`config.mk`:
```
export PLATFORM = sky130hd
export DESIGN_NAME = stream_demultiplexer
export DESIGN_NICKNAME = d
export VERILOG_FILES = /design/src/rtl/stream_demultiplexer_pkg.sv /design/src/rtl/stream_slot.sv /design/src/rtl/stream_demultiplexer.sv
export SDC_FILE = /design/constraint.sdc
export NUM_CORES = 1
export LEC_CHECK = 0
export ABC_AREA = 1
export CORE_ASPECT_RATIO = 0.9
export CORE_MARGIN = 10
export CORE_UTILIZATION = 47
export CTS_BUF_LIST = sky130_fd_sc_hd__clkbuf_16
export DETAILED_ROUTE_END_ITERATION = 16
export PLACE_DENSITY = 0.85
export RECOVER_POWER = 25
export SETUP_SLACK_MARGIN = 0.05
export SLEW_MARGIN = 30
export SYNTH_ARGS = -nofsm -noshare
export SYNTH_HDL_FRONTEND = slang
export SYNTH_SLANG_ARGS = --single-unit
```
`constraint.sdc`:
```
create_clock -name clk -period 2.68 [get_ports clk]
set_clock_uncertainty 0.1 [all_clocks]
set_input_delay 0.536 -clock clk [delete_from_list [all_inputs] [get_ports clk]]
set_output_delay 0.536 -clock clk [all_outputs]
set_load 0.02 [all_outputs]
```
`src/rtl/stream_demultiplexer_pkg.sv`:
```
// Shared types and index mapping for the stream mux/demux pair.
// The mapping macro is the single source for select-to-output order.
package stream_demultiplexer_pkg;

  typedef enum logic [1:0] {
    ROUTE_UNI,
    ROUTE_BCAST,
    ROUTE_DROP
  } route_e;

  function automatic int unsigned map_index(
    input bit          asc,
    input int unsigned n,
    input int unsigned s
  );
    return asc ? (n - 1 - s) : s;
  endfunction

endpackage

`ifndef STREAM_MAP_INDEX
`define STREAM_MAP_INDEX(asc, n, s) \
  stream_demultiplexer_pkg::map_index(asc, n, s)
`endif

```
`src/rtl/stream_slot.sv`:
```
// One-entry output register stage.
// A drained entry may be refilled in the same cycle.
module stream_slot #(
  parameter int WIDTH = 32
) (
  input  logic             clk,
  input  logic             reset_n,
  input  logic             load_i,
  input  logic [WIDTH-1:0] load_data_i,
  output logic             valid_o,
  input  logic             ready_i,
  output logic [WIDTH-1:0] data_o
);

  logic             valid_q, valid_d;
  logic [WIDTH-1:0] data_q, data_d;

  always_comb begin
    valid_d = valid_q;
    data_d  = data_q;
    unique case (1'b1)
      load_i: begin
        valid_d = 1'b1;
        data_d  = load_data_i;
      end
      (!load_i && ready_i): begin
        valid_d = 1'b0;
      end
      default: ;
    endcase
  end

  always_ff @(posedge clk or negedge reset_n) begin
    if (!reset_n) begin
      valid_q <= 1'b0;
      data_q  <= '0;
    end else begin
      valid_q <= valid_d;
      data_q  <= data_d;
    end
  end

  assign valid_o = valid_q;
  assign data_o  = data_q;

endmodule

```
`src/rtl/stream_demultiplexer.sv`:
```
// One-to-many stream distributor with unicast, broadcast and
// drop of out-of-range selects; one register stage per output.
module stream_demultiplexer
  import stream_demultiplexer_pkg::*;
#(
  parameter int WIDTH           = 32,
  parameter int NUM_OUTPUTS     = 2,
  parameter bit ASCENDING_INDEX = 1'b0
) (
  input  logic                           clk,
  input  logic                           reset_n,
  input  logic                           in_valid,
  output logic                           in_ready,
  input  logic [WIDTH-1:0]               in_data,
  input  logic [$clog2(NUM_OUTPUTS)-1:0] in_select,
  input  logic                           in_broadcast,
  output logic [NUM_OUTPUTS-1:0]         out_valid,
  input  logic [NUM_OUTPUTS-1:0]         out_ready,
  output logic [WIDTH*NUM_OUTPUTS-1:0]   out_data,
  output logic                           select_error
);

  localparam int unsigned NOUT = NUM_OUTPUTS;

  logic [NUM_OUTPUTS-1:0] slot_free;
  logic [NUM_OUTPUTS-1:0] hit;
  logic [NUM_OUTPUTS-1:0] load;
  int unsigned            tgt;
  logic                   in_range;
  route_e                 route;
  logic                   accept;
  logic                   err_d, err_q;

  always_comb begin
    in_range = (32'(in_select) < NOUT);
    tgt      = `STREAM_MAP_INDEX(ASCENDING_INDEX, NOUT,
                                 32'(in_select));
    for (int i = 0; i < NUM_OUTPUTS; i++) begin
      slot_free[i] = !out_valid[i] || out_ready[i];
      hit[i]       = in_range && (tgt == unsigned'(i));
    end
  end

  always_comb begin
    route = ROUTE_UNI;
    unique case (1'b1)
      in_broadcast:                route = ROUTE_BCAST;
      (!in_broadcast && !in_range): route = ROUTE_DROP;
      (!in_broadcast && in_range):  route = ROUTE_UNI;
      default: ;
    endcase
  end

  // Ready never looks at in_valid, only at slot occupancy.
  always_comb begin
    in_ready = 1'b0;
    unique case (route)
      ROUTE_BCAST: in_ready = &slot_free;
      ROUTE_DROP:  in_ready = 1'b1;
      ROUTE_UNI:   in_ready = |(slot_free & hit);
      default:     in_ready = 1'b0;
    endcase
  end

  always_comb begin
    accept = in_valid && in_ready;
    load   = '0;
    for (int i = 0; i < NUM_OUTPUTS; i++) begin
      load[i] = accept &&
                ((route == ROUTE_BCAST) ||
                 ((route == ROUTE_UNI) && hit[i]));
    end
    err_d = accept && (route == ROUTE_DROP);
  end

  always_ff @(posedge clk or negedge reset_n) begin
    if (!reset_n) begin
      err_q <= 1'b0;
    end else begin
      err_q <= err_d;
    end
  end

  assign select_error = err_q;

  for (genvar g = 0; g < NUM_OUTPUTS; g++) begin : g_slot
    stream_slot #(
      .WIDTH(WIDTH)
    ) u_slot (
      .clk        (clk),
      .reset_n    (reset_n),
      .load_i     (load[g]),
      .load_data_i(in_data),
      .valid_o    (out_valid[g]),
      .ready_i    (out_ready[g]),
      .data_o     (out_data[g*WIDTH +: WIDTH])
    );
  end

endmodule

```
# Word level (Yosys, flattened, before mapping)
# Cells that the tools add are included.
# word_totals
output_inout_bits,68
inputBits,39
latchBits,0
regBits,67
ramBits,0
n_memories,0
rom_bits,0
word_cells,34
# op_classes
shift,0
reduce_logical,21
add_sub_neg,0
mul,0
eq_ne,2
bitwise,2
magnitude_cmp,0
div_mod_pow,0
muxes,4
# op_table
cell,n
logical AND 1 bit,8
logical NOT 1 bit,4
logical OR 1 bit,4
one-hot mux 1 bit (2 select lines),2
nonzero test 2 bit,2
one-hot mux 1 bit (3 select lines),1
bitwise AND 2 bit,1
== test 1 x 2 -> 1 bit (second input constant),1
logical NOT 2 bit,1
AND reduction 2 bit,1
OR reduction 2 bit,1
== test 1 bit (second input constant),1
two-way mux 1 bit,1
inverter 1 bit,1

# Logic depth before layout (Yosys ltp)
# depth
word_depth,10
mapped_depth,8
mapped_depth_nobuf,7

# Hierarchy
# A second synthesis with hierarchy kept.
# unflattened
hier_cells,301
area_unflattened_um2,2745.1
# modules_own_cells
module,area_each_um2,seq_area_each_um2,cells_each,instances
stream_slot,1326.3,825.8,140,2
stream_demultiplexer,92.6,0.0,21,1

# Worst setup path before layout
# OpenSTA, ideal clock, no wires.
# synth_timing
path_type,input port to output port
startpoint,input out_ready[1]
endpoint,output in_ready
slack_ns,0.969
n_path_buf,1
t_arrival_ns,1.075
required_ns,2.044
cell_stages,5
cell_sequence,inv_1 > nand2_1 > nor2_1 > nor2_2 > buf_2
# synth_via
elab_chain_cells,4
word_cells_on_any_way,5
cone_classes,mux (1); bitwise (1); reduce/logical (3)
# synth_lines
item,line,source
"start, declared",stream_demultiplexer.sv:18,"input logic [NUM_OUTPUTS-1:0] out_ready,"
logical OR 1 bit *,stream_demultiplexer.sv:39,slot_free[i] = !out_valid[i] || out_ready[i];
bitwise AND 2 bit,stream_demultiplexer.sv:60,ROUTE_UNI: in_ready = |(slot_free & hit);
OR reduction 2 bit,stream_demultiplexer.sv:60,
one-hot mux 1 bit (3 select lines) *,stream_demultiplexer.sv:57,unique case (route)
"end, declared",stream_demultiplexer.sv:13,"output logic in_ready,"
# Every way passes the cells marked *; elsewhere a longest branch is shown, timed or not.

# Final worst setup path
# layout_timing
startpoint,input in_select
endpoint,output in_ready
# layout_via
elab_chain_cells,4
# layout_lines
item,line,source
"start, declared",stream_demultiplexer.sv:15,"input logic [$clog2(NUM_OUTPUTS)-1:0] in_select,"
inverter 1 bit,stream_demultiplexer.sv:40,hit[i] = in_range && (tgt == unsigned'(i));
bitwise AND 2 bit *,stream_demultiplexer.sv:60,
OR reduction 2 bit *,stream_demultiplexer.sv:60,
one-hot mux 1 bit (3 select lines) *,stream_demultiplexer.sv:57,
# Marked as above.

==> impl_results.md <==
* Final min period at between 2 and 2.5 ns
* Largest net degree at the start of global routing at 65
* CTS tree: yes
* Via/cell ratio at approximately 5.5
* Power per cell area at 884 nW/um^2
* Clock slew at reported path FFs at 0.05 ns
* Clock buffers created by TritonCTS at 9
* DIE WIDTH at 102 um
* Post-route antenna net violation count at 0
* Antenna violations before repair at 0
* Most common cell after layout, fill and taps aside: nand2_1
* Post-CTS Hold Buffers at 0
* Ys Warns at 0
* Worst-Margin Slew at between 1 and 1.5 ns
* Global-route wire length before repair at approximately 14,000 um
* Synth Area in XOR/XNOR at 0%
* Post-DP HPWL at 5940 um
* Synth Area in Adders at 0%
* Outcome: completed
* Port-buffer cells at 105
* CP endpoint kind: output pin
* Initial DRC Count at 149
* Routability congestion estimate at 0.825
* Cell mode on critical path: nor2_1
* CP Cell Sequence: clkdlybuf4s50_1 -> inv_1 -> nor2_1 -> nor2_1 -> nor2_4 -> dlygate4sd2_1
* Max Cap Viol at 0
* Slew headroom at between 20% and 30%
* Die span in y at about 94 um
* Post-synthesis sequential area ratio at 58.4%
* CP Launch Point: in_select
* DR vias at 2,659
* Worst path top cell family by delay: buffers and inverters
* Commonest non-fill, non-tap cells in the layout: 133 x nand2_1, 102 x clkdlybuf4s50_1, 66 x dfrtp_1
* Count of state elements after synthesis at 66
* Worst Reg-to-Reg Cells at 6
* Fraction of layout cells with a size suffix above 1 at approximately 8.3%
* R2r setup slk at 0.95 ns
* Syn nets at between 300 and 400
* Fmax at 0.424 GHz
* Syn avg cell area at 9.18 um^2
* DIE AREA at 9530 um^2
* Critical Path Start Type: primary input
* H-tree Lvls at 3
* CP bufs+invs at 3
* Layout Utilization at between 70 and 80%
* Tcrit/Tclk final at 87.9%
* Critical Path Stages at 6
* CP required at 2.04 ns
* Synth unique cells at 16
* Mapped Cells at 308
* Slowest cell on the critical path: clkdlybuf4s50_1
* Total global routing overflow at 0
* Rows at 26
* Arrival @ worst endpoint at 1.72 ns
* Critical path class: primary input to output pin
* Core Area at 5760 um^2
* Worst Setup EP: in_ready
* Drt wl/cell at 18.2 um
* HP Class: primary input to async pin
* RSZ-0062 raised after global routing: no
* LEAKAGE at 2.03 nW
* Drt total wl at ~9000 um
* Ports at approximately 110
* Root Driver: clkbuf_16
* Clock Sinks at 66
* Clock Tree Buf Depth at 2
* Max stage delay on crit path at 0.53 ns
* Setup TNS at 0 ns
* GR Util All Layers at 18.7%
* Hold violation count in the final report at 0
* Mux share of post-synthesis cell area at 0%
* Vias in the first global route at 2,643
* Antenna diodes at 0
* Drt drc at 0
* Maximum VDD drop at about 0.48 mV
* Synth Area in Compound Gates at 0%
* Worst r2r src: g_slot[0].u_slot.valid_o
* Crit Path Max Fanout at 3
* Starting Density at between 40% and 50%
* Fin nets at between 400 and 500
* Max Slew Vio Count at 0
* Post-Synth Simple-Gate Area at 34.1%
* Area Growth Syn to Fin at 47.5%
* Mapped cell area at approximately 2800 um^2
* Detailed Routing Iterations Pass 1 at 4
* Final Setup Violations at 0
* Clk_lat worst skew at 0.32 ns
* RR Endpoint: g_slot[1].u_slot.data_o[13]
* Largest family of logic cells by synthesized area: simple AND/OR/NAND/NOR gates
worst min-delay path by stage:
stage	to	cells past startpoint
floorplan	g_slot[0].u_slot.data_o[0]	0
global placement	g_slot[0].u_slot.data_o[13]	2
detailed placement	g_slot[1].u_slot.data_o[22]	2
CTS	g_slot[0].u_slot.data_o[2]	1
global route	g_slot[0].u_slot.data_o[13]	2
finish	g_slot[0].u_slot.data_o[9]	1
metal layers:
| metal | up-vias | track usage [%] | share of wire [%] |
|---|---|---|---|
| met2 | 147 | 29.1 | 47 |
| met1 | 1278 | 23.0 | 40 |
| met3 | 4 | 8.90 | 12 |
| li1 | 1230 | - | - |
| met4 | 0 | 3.93 | 0.54 |
| met5 | - | 0 | 0 |
cell families (layout without fill, tap and decap cells):
logic type / count (synthesis) / after routing
DFF: 66 / 66
other: 1 / 1
and+or+nand+nor: 206 / 206
buffers and inverters: 35 / 138
worst reg2reg max path: stages, from the launching register on:
cell and delay (ns):
dfrtp_1 0.41, nand2_1 0.13, nor2_1 0.09, nor2_4 0.08
buf_4 0.51, nand4_1 0.25, nand2_1 0.11
Yosys cell counts:
library cell	instances	share of area, %
nand2_1	133	18
buf_6	6	2.4
nand3_2	1	0.35
conb_1	1	0.13
buf_2	11	1.9
nand4_1	64	14
inv_2	2	0.27
nand2_2	1	0.22
nor2_2	2	0.44
nand4_2	2	0.88
inv_1	4	0.53
clkbuf_1	2	0.27
buf_4	5	1.3
dfrtp_1	66	58
buf_1	5	0.66
nor2_1	3	0.40
sequential cells by signal, indices dropped and copies added, names as in the netlist:
register,flops
g_slot.u_slot.valid_o,2
g_slot.u_slot.data_o,64
cell type report:
type / instances / area, um^2
Multi-Input combinational cell: 207 / 973
Timing Repair Buffer: 116 / 1130
Tap cell: 70 / 87.6
Sequential cell: 66 / 1650
Clock inverter: 7 / 85.1
Inverter: 6 / 22.5
Clock buffer: 9 / 225
Fill cell: 406 / 1580
stage by stage:
stage / hold WS, ns / setup slack, ns / power (mW) / std cells / cell area, um^2
6_report: 0.324 / 0.324 / 3.69 / 481 / 4170
5_1_grt: 0.402 / 0.238 / 3.87 / 481 / 4170
4_1_cts: 0.0823 / 0.315 / 3.72 / 481 / 4180
3_5_place_dp: 0.365 / 0.0433 / 2.49 / 465 / 3870
3_3_place_gp: 0.362 / 0.0631 / 2.46 / 465 / 3870
2_1_floorplan: 0.140 / 0.969 / 1.89 / 308 / 2830
power breakdown:
part           switching [mW]  internal, mW  leakage, nW
combinational           0.632         0.516         1.07
sequential              0.122          1.20        0.810
clock                   0.414         0.804        0.154
total                    1.17          2.52         2.03
what timing repair did:
| action | in CTS | in global routing |
|---|---|---|
| setup buffers | 0 | 0 |
| endpoints found under the setup margin | 1 | 0 |
| resized for setup | 1 | 0 |
No activity file was read; power rests on OpenSTA's default activity.
